[src/rtl/spi_pkg.sv]
// rtl/spi_pkg.sv - shared spi_master register map, CTRL layout, flash opcode and sequencer states
package spi_pkg;

    // spi_master register addresses
    localparam logic [3:0] REG_STATUS   = 4'd0;
    localparam logic [3:0] REG_DATA_OUT = 4'd1;
    localparam logic [3:0] REG_DATA_IN  = 4'd2;
    localparam logic [3:0] REG_CTRL     = 4'd3;

    // CTRL layout: [7:3] clock divider, [2] slave select, [1:0] {CPOL,CPHA}
    localparam int CTRL_MODE_LSB = 0;
    localparam int CTRL_SS_BIT   = 2;
    localparam int CTRL_DIV_LSB  = 3;

    // STATUS layout
    localparam int STATUS_BUSY_BIT = 0;

    // SPI-flash READ opcode
    localparam logic [7:0] OP_READ = 8'h03;

    // Header is opcode plus three address bytes; index 4 marks the data phase
    localparam logic [2:0] HDR_LAST = 3'd3;
    localparam logic [2:0] HDR_DATA = 3'd4;

    typedef enum logic [3:0] {
        ST_INIT = 4'd0,
        ST_IDLE = 4'd1,
        ST_SEL  = 4'd2,
        ST_TX   = 4'd3,
        ST_POLL = 4'd4,
        ST_CHK  = 4'd5,
        ST_RD   = 4'd6,
        ST_CAPT = 4'd7,
        ST_HOLD = 4'd8,
        ST_END  = 4'd9
    } seq_state_e;

    function automatic logic [7:0] ctrl_byte(input logic [4:0] div,
                                             input logic       ss,
                                             input logic [1:0] mode);
        logic [7:0] b;
        b = 8'h00;
        b[CTRL_DIV_LSB +: 5]  = div;
        b[CTRL_SS_BIT]        = ss;
        b[CTRL_MODE_LSB +: 2] = mode;
        return b;
    endfunction

endpackage

[src/rtl/spi_flash_seq.sv]
// rtl/spi_flash_seq.sv - SPI-flash READ sequencer driving spi_master registers; optional SPI_FLASH_SEQ_TIMEOUT_EN
module spi_flash_seq
    import spi_pkg::*;
#(
    parameter logic [4:0] CLK_DIV  = 5'd3,
    parameter logic [1:0] SPI_MODE = 2'b00,
    parameter int         TIMEOUT  = 1024
) (
    input  logic        i_clk,
    input  logic        i_rst,
    input  logic        i_start,
    input  logic [23:0] i_faddr,
    input  logic [15:0] i_len,
    input  logic        i_abort,
    output logic        o_busy,
    output logic [7:0]  o_data,
    output logic        o_valid,
    input  logic        i_ready,
    output logic        o_done,
    output logic        o_err,
    output logic        o_spi_en,
    output logic        o_spi_wr,
    output logic [3:0]  o_spi_addr,
    output logic [7:0]  o_spi_data,
    input  logic [7:0]  i_spi_data
);

    localparam logic [7:0] CTRL_ON  = ctrl_byte(CLK_DIV, 1'b1, SPI_MODE);
    localparam logic [7:0] CTRL_OFF = ctrl_byte(CLK_DIV, 1'b0, SPI_MODE);

    seq_state_e  state_q, state_d;
    logic [23:0] addr_q, addr_d;
    logic [15:0] len_q, len_d;
    logic [2:0]  hdr_q, hdr_d;
    logic [7:0]  data_q, data_d;
    logic        valid_q, valid_d;
    logic [7:0]  tx_byte;
    logic        abortable;

`ifdef SPI_FLASH_SEQ_TIMEOUT_EN
    localparam int CNT_W = $clog2(TIMEOUT + 1);
    logic [CNT_W-1:0] cnt_q, cnt_d;
    logic             err_q, err_d;
`else
    logic unused_timeout;
    assign unused_timeout = (TIMEOUT != 0);
`endif

    // Abort only acts once the sequencer owns an open transaction
    assign abortable = (state_q != ST_INIT) && (state_q != ST_IDLE) && (state_q != ST_END);

    // Byte shifted out in TX: opcode, address MSB first, then dummy bytes for data
    always_comb begin
        tx_byte = 8'h00;
        case (hdr_q)
            3'd0:    tx_byte = OP_READ;
            3'd1:    tx_byte = addr_q[23:16];
            3'd2:    tx_byte = addr_q[15:8];
            3'd3:    tx_byte = addr_q[7:0];
            default: tx_byte = 8'h00;
        endcase
    end

    // State and datapath registers
    always_ff @(posedge i_clk or posedge i_rst) begin
        if (i_rst) begin
            state_q <= ST_INIT;
            addr_q  <= 24'h0;
            len_q   <= 16'h0;
            hdr_q   <= 3'd0;
            data_q  <= 8'h00;
            valid_q <= 1'b0;
`ifdef SPI_FLASH_SEQ_TIMEOUT_EN
            cnt_q   <= '0;
            err_q   <= 1'b0;
`endif
        end else begin
            state_q <= state_d;
            addr_q  <= addr_d;
            len_q   <= len_d;
            hdr_q   <= hdr_d;
            data_q  <= data_d;
            valid_q <= valid_d;
`ifdef SPI_FLASH_SEQ_TIMEOUT_EN
            cnt_q   <= cnt_d;
            err_q   <= err_d;
`endif
        end
    end

    // Next-state and datapath update
    always_comb begin
        state_d = state_q;
        addr_d  = addr_q;
        len_d   = len_q;
        hdr_d   = hdr_q;
        data_d  = data_q;
        valid_d = valid_q;
`ifdef SPI_FLASH_SEQ_TIMEOUT_EN
        cnt_d   = cnt_q;
        err_d   = err_q;
`endif
        case (state_q)
            ST_INIT: state_d = ST_IDLE;
            ST_IDLE: begin
                if (i_start) begin
                    addr_d  = i_faddr;
                    len_d   = i_len;
                    state_d = ST_SEL;
                end
            end
            ST_SEL: begin
                hdr_d   = 3'd0;
                state_d = ST_TX;
            end
            ST_TX: begin
`ifdef SPI_FLASH_SEQ_TIMEOUT_EN
                cnt_d   = '0;
`endif
                state_d = ST_POLL;
            end
            ST_POLL: begin
`ifdef SPI_FLASH_SEQ_TIMEOUT_EN
                cnt_d   = cnt_q + 1'b1;
`endif
                state_d = ST_CHK;
            end
            ST_CHK: begin
                if (i_spi_data[STATUS_BUSY_BIT]) begin
`ifdef SPI_FLASH_SEQ_TIMEOUT_EN
                    if (cnt_q >= CNT_W'(TIMEOUT)) begin
                        err_d   = 1'b1;
                        valid_d = 1'b0;
                        state_d = ST_END;
                    end else begin
                        state_d = ST_POLL;
                    end
`else
                    state_d = ST_POLL;
`endif
                end else if (hdr_q != HDR_DATA) begin
                    hdr_d = hdr_q + 3'd1;
                    if ((hdr_q == HDR_LAST) && (len_q == 16'd0)) begin
                        state_d = ST_END;
                    end else begin
                        state_d = ST_TX;
                    end
                end else begin
                    state_d = ST_RD;
                end
            end
            ST_RD: state_d = ST_CAPT;
            ST_CAPT: begin
                data_d  = i_spi_data;
                valid_d = 1'b1;
                state_d = ST_HOLD;
            end
            ST_HOLD: begin
                if (i_ready) begin
                    valid_d = 1'b0;
                    if (len_q != 16'd0) begin
                        len_d = len_q - 16'd1;
                    end
                    state_d = (len_q <= 16'd1) ? ST_END : ST_TX;
                end
            end
            ST_END: begin
`ifdef SPI_FLASH_SEQ_TIMEOUT_EN
                err_d   = 1'b0;
`endif
                state_d = ST_IDLE;
            end
            default: state_d = ST_INIT;
        endcase

        // Abort overrides everything else; an aborted transaction never reports a timeout
        if (i_abort && abortable) begin
            valid_d = 1'b0;
            state_d = ST_END;
`ifdef SPI_FLASH_SEQ_TIMEOUT_EN
            err_d   = 1'b0;
`endif
        end
    end

    // Register-bus access decoded from the current state, at most one strobe per cycle
    always_comb begin
        o_spi_en   = 1'b0;
        o_spi_wr   = 1'b0;
        o_spi_addr = REG_STATUS;
        o_spi_data = 8'h00;
        case (state_q)
            ST_INIT, ST_END: begin
                o_spi_en   = 1'b1;
                o_spi_wr   = 1'b1;
                o_spi_addr = REG_CTRL;
                o_spi_data = CTRL_OFF;
            end
            ST_SEL: begin
                o_spi_en   = 1'b1;
                o_spi_wr   = 1'b1;
                o_spi_addr = REG_CTRL;
                o_spi_data = CTRL_ON;
            end
            ST_TX: begin
                o_spi_en   = 1'b1;
                o_spi_wr   = 1'b1;
                o_spi_addr = REG_DATA_OUT;
                o_spi_data = tx_byte;
            end
            ST_POLL: begin
                o_spi_en   = 1'b1;
                o_spi_addr = REG_STATUS;
            end
            ST_RD: begin
                o_spi_en   = 1'b1;
                o_spi_addr = REG_DATA_IN;
            end
            default: begin
                o_spi_en   = 1'b0;
            end
        endcase
    end

    assign o_busy  = (state_q != ST_IDLE);
    assign o_done  = (state_q == ST_END);
    assign o_valid = valid_q;
    assign o_data  = data_q;
`ifdef SPI_FLASH_SEQ_TIMEOUT_EN
    assign o_err   = (state_q == ST_END) && err_q;
`else
    assign o_err   = 1'b0;
`endif

endmodule

[config.mk]
export PLATFORM = sky130hd
export DESIGN_NAME = spi_flash_seq
export DESIGN_NICKNAME = d
export VERILOG_FILES = /design/src/rtl/spi_pkg.sv /design/src/rtl/spi_flash_seq.sv
export SDC_FILE = /design/constraint.sdc
export NUM_CORES = 1
export LEC_CHECK = 0
export CAP_MARGIN = 0
export CORE_ASPECT_RATIO = 2
export CORE_MARGIN = 4
export CORE_UTILIZATION = 45
export DETAILED_ROUTE_END_ITERATION = 8
export GPL_ROUTABILITY_DRIVEN = 0
export HOLD_SLACK_MARGIN = 0.02
export PLACE_DENSITY = 0.77
export RECOVER_POWER = 100
export SETUP_SLACK_MARGIN = 0.2
export SLEW_MARGIN = 25
export SYNTH_ARGS = -nofsm -noshare
export SYNTH_HDL_FRONTEND = slang
export SYNTH_SLANG_ARGS = --single-unit
export TNS_END_PERCENT = 1
[constraint.sdc]
create_clock -name i_clk -period 2.1 [get_ports i_clk]
set_input_delay 0.21 -clock i_clk [delete_from_list [all_inputs] [get_ports i_clk]]
set_output_delay 0.21 -clock i_clk [all_outputs]
set_load 0.02 [all_outputs]
Yosys cells after proc, flatten, opt, wreduce, memory -nomap -nowiden
Cells that the tools add are included.

Equality and inequality tests: 22. Muxes and demuxes: 23. Magnitude comparators: 1. Reductions and logical operators: 21. Add/subtract/negate cells: 2.

Operator list (count): $mux 16 (3); $pmux 4 s9 (1); $pmux 16 s2 (1); $pmux 8 s4 (1); $mux 4 (7); $pmux 8 s3 (1); $eq 4x3->1 const B (4); $le 16x1->1 const B (1); $logic_not 16->1 (1); $reduce_bool 16->1 (1); $sub 16x1->16 const B (1); $ne 2x2->1 const B (5); $ne 3x3->1 const B (3); $eq 4x2->1 const B (2); $eq 4x4->1 const B (2); $eq 3x2->1 const B (2); $mux 3 (2); $pmux 2 s3 (1); $pmux 3 s2 (1); $reduce_and 2->1 (3); $reduce_or 6->1 (1); $eq 4x1->1 const B (1); $logic_and 1x1->1 (4); $logic_not 4->1 (1); 15 further kinds (19).

Output and inout port bits: 26. Logic and storage cells: 75. Bits in registers: 56. Bits of input ports: 53.

Longest topological paths before layout
Depth after elaboration: 7. Depth in mapped cells: 8. Gate-level depth less buffers: 7.

Least setup slack after synthesis
OpenSTA, ideal clock, no wires.

Path kind: register to register. Start: register len_q[10]. End: register state_q[1]. Path buffers: 1. Setup slack: -120 ps. Arrival time: 2093 ps. Library setup time: 127 ps. Required time: 1973 ps. Cell stages (with the launch flop): 7. Clock period less this slack: 2220 ps. Cells stage by stage: dfrtp_1 -> or4_1 -> buf_6 -> or2_4 -> or4_4 -> a211oi_2 -> a21oi_1.

Cells in the longest elaborated chain, start to end: 7. Elaborated cells on any way between the ends: 10. Those cells by class: order compare (1); mux (7); reduce/logical (2).

Ends and longest elaborated chain: start, declared (RTL line spi_flash_seq.sv:33) `logic [15:0] len_q, len_d;`; start signal, assigned (RTL line spi_flash_seq.sv:80) `len_q <= len_d;`; parallel branches: the longest is 5 deep, another holds $le 16x1->1; $pmux 4 s9 (*) (RTL line spi_flash_seq.sv:103) `case (state_q)`; $mux 4 (*) (RTL line spi_flash_seq.sv:177) `if (i_abort && abortable) begin`; end signal, assigned (RTL line spi_flash_seq.sv:78) `state_q <= state_d;`; end, declared (RTL line spi_flash_seq.sv:31) `seq_state_e state_q, state_d;`.

Every way passes the cells marked *. The select of a mux whose other input is x is not followed. A chain may end at the register's enable or synchronous reset.

Worst setup path in the final report
Start: register hdr_q[0]. End: output port o_spi_data[4].

Cells in the longest elaborated chain, start to end: 3. Elaborated cells on any way between the ends: 6. Those cells by class: eq/ne (3); mux (2); reduce/logical (1).

Ends and longest elaborated chain: start, declared (RTL line spi_flash_seq.sv:34) `logic [2:0] hdr_q, hdr_d;`; start signal, assigned (RTL line spi_flash_seq.sv:81) `hdr_q <= hdr_d;`; $eq 3x2->1, or another cell as far along (RTL line spi_flash_seq.sv:55) `case (hdr_q)`; $pmux 8 s4 (*) (RTL line spi_flash_seq.sv:55); $pmux 8 s3 (*) (RTL line spi_flash_seq.sv:192) `case (state_q)`; end, declared (RTL line spi_flash_seq.sv:24) `output logic [7:0] o_spi_data,`.

Every way passes the cells marked *; elsewhere a longest branch is shown, timed or not.

==> results.json <==
{
  "async_flop_share": 1.00,
  "critPathBufInv": 3,
  "place_ws_ns": -0.382,
  "cts_max_level": 2,
  "vias": 3254,
  "fin_crit_ns": 2.23,
  "final_common_cell": "nand2_1",
  "synth_edf_count": 0,
  "reg2reg_depth": 8,
  "skew_ns": 0.0151,
  "timing.final.ws_setup_ns": -0.133,
  "tightest_slew_ns": 0.818,
  "nNetsFinal": 549,
  "tritoncts": "done",
  "final_max_slew_viol_count": 0,
  "antenna_left": 0,
  "worstSetupPathType": "reg2out",
  "grt_pass1_wl_um": 15000,
  "initial_core_util": 0.463,
  "combPwrFrac": 0.563,
  "mostFrequentLayoutCells": "93 x nand2_1, 55 x dfrtp_1, 51 x clkdlybuf4s50_1",
  "die_w_um": 67.8,
  "relSlewSlack": 0.455,
  "yosys_most_used_dff": "dfrtp_1",
  "placement.io_buffers": 75,
  "cp_max_fo": 4,
  "p_per_area_nw_per_um2": 1350,
  "violations": "negative setup slack",
  "cp.arrival_ns": 2.02,
  "synth_seq_area_share": 0.436,
  "cap_viol_max_count": 0,
  "run_status": "complete, but fails checks",
  "placed_cells": 568,
  "dr.pass1.iters": 6,
  "drive_gt1_frac": 0.264,
  "p_seq_frac": 0.305,
  "p_sw_mw": 2.68,
  "fp.coreArea_um2": 6940,
  "crit_chain": "inv_2 > ha_4 > nor3_1 > nor2_1 > o21ai_2 > buf_4 > or3_4 > a21oi_4 > buf_6",
  "cp_slowest_cell": "dfrtp_1",
  "end_kind": "output port",
  "grt_pass1_vias": 3252,
  "io_pins": 79,
  "clkLatencyLatePin_ns": 0.30,
  "root_buffer": "clkbuf_16",
  "clk_pin_slew_ns": 0.07,
  "clock_power_share": 0.131,
  "cts_sinks": 56,
  "fin_area_um2": 4690,
  "synth_area_um2": 3220,
  "finalSetupViolations": 15,
  "dieArea_um2": 8650,
  "diodes": 0,
  "clock_path_buffers": 2,
  "cts_buffers": 5,
  "drtIter0Drc": 174,
  "final_cells": 579,
  "antenna_found_initial": 0,
  "cp_top_family": "simple AND/OR/NAND/NOR gates",
  "syn_avg_cell_area_um2": 8.58,
  "hp-start": "i_faddr[12]",
  "gr-total-overflow": 0,
  "routedWlPerCell_um": 16.8,
  "cpPeakStageDelay_ns": 0.40,
  "yosysWarnings": 0,
  "critPathLaunchType": "flip-flop",
  "ir_worst_vdd_uv": 908,
  "max_freq_ghz": 0.448,
  "postSynthCellCount": 375,
  "ff2ff_setup_slack_ns": -0.05,
  "ys_ff_latch": 56,
  "r2r-start": "state_q[3]",
  "vias_per_cell": 5.62,
  "finalCritPeriodShare": 1.06,
  "rows": 43,
  "hold_viol": 0,
  "whs_path_depth": 3,
  "holdWs_ns": 0.434,
  "grt_max_degree": 39,
  "hold_end": "addr_q[12]",
  "ctsHoldBuffers": 0,
  "timing.rr.end": "len_q[10]",
  "finalWirelength_um": 9730,
  "p_int_mw": 3.64,
  "leakage_nw": 2.03,
  "drcViolationCount": 0,
  "track_usage": 0.228,
  "placed_cell_area_um2": 4340,
  "synthDistinctLibCells": 50,
  "cp.required_ns": 1.89,
  "dp_hpwl_um": 7180,
  "hold_class": "in2reg",
  "die_h_um": 128,
  "sw_frac_of_total": 0.424,
  "area_growth_pct": 45.8,
  "rsz0062_at_grt": "true"
}
-- power groups by stage --
stage	registers (mW)	logic (mW)	clock network, mW
finish	1.93	3.56	0.832
global route	1.99	3.86	0.890
CTS	1.91	3.43	0.853
detailed placement	1.91	3.37	0
global placement	1.89	3.28	0
floorplan	2.00	1.81	0
-- flip-flops by register name, summed over array words and instances (netlist names) --
name / cells
state_q: 4
addr_q: 24
len_q: 16
hdr_q: 3
o_valid: 1
o_data: 8
-- synthesized netlist by cell type (all sizes together), types with 2 or more instances --
cell type	count	area [um2]
and3	3	18.8
or3	3	18.8
ha	8	100
nor2	25	93.8
nor3b	2	15.0
a31oi	4	25.0
a2bb2oi	3	26.3
a311o	2	20.0
o2bb2ai	3	26.3
nand2b	4	25.0
dfrtp	56	1400
nor4b	2	38.8
mux2	9	101
a221oi	3	26.3
nor4	7	58.8
buf	10	85.1
a222oi	5	50.1
or2	3	21.3
o32ai	3	26.3
inv	11	41.3
nand2	94	353
nor2b	5	31.3
o21ai	22	110
nor3	8	40.0
nand3	7	35.0
clkbuf	15	76.3
o22ai	4	25.0
or4	5	42.5
a21oi	37	185
-- metrics by stage --
stage | setup TNS, ns | util | power [mW]
2_1_floorplan | -0.0207 | - | 3.81
6_report | -0.963 | 0.676 | 6.33
3_5_place_dp | -2.82 | 0.625 | 5.28
3_3_place_gp | -2.37 | 0.625 | 5.17
5_1_grt | -3.27 | 0.676 | 6.74
4_1_cts | -0.933 | 0.659 | 6.20
-- worst min-delay path, delay by kind of cell --
kind / cells / cell delay [ns]
buffers and inverters: 1 / 0.39
and+or+nand+nor: 2 / 0.09
-- what timing repair did --
item	in CTS	in global routing
endpoints found under the setup margin	32	55
pin swaps	17	16
setup buffers	1	2
cloned	0	0
resized for setup	85	24
-- metal layers --
layer / part of all wire / routed length (um) / GRT usage / vias up
li1: - / - / - / 1534
met1: 0.34 / 3280 / 0.234 / 1549
met2: 0.56 / 5450 / 0.422 / 131
met3: 0.051 / 496 / 0.0308 / 40
met4: 0.052 / 504 / 0.125 / 0
met5: 0 / 0 / 0 / -
-- cell type report --
class	count	area (um2)
tap	90	113
clock buffer	6	129
clock inverter	2	13.8
multi-input combinational	285	1820
inverter	11	43.8
sequential	56	1400
timing repair buffer	129	1170
fill	522	2250
-- how the worst max path moves through the flow --
stage,slack (ns),depth (start not counted),from,to
floorplan,-0.02,6,len_q[10],state_q[1]
global placement,-0.35,8,hdr_q[0],o_spi_data[0]
detailed placement,-0.38,8,hdr_q[0],o_spi_data[0]
CTS,-0.15,8,hdr_q[1],o_spi_data[5]
global route,-0.22,9,hdr_q[0],o_spi_data[4]
finish,-0.13,9,hdr_q[0],o_spi_data[4]
-- cells by family after synthesis --
family                   synth area share
AO/OA/AOI/OAI                       0.180
XOR/XNOR                          0.00272
adder cells (fa/ha/maj)            0.0311
buffers and inverters              0.0630
flip-flops                          0.436
multiplexers                       0.0346
other                             0.00117
AND/OR/NAND/NOR                     0.251
Power figures use the tool's default switching activity.
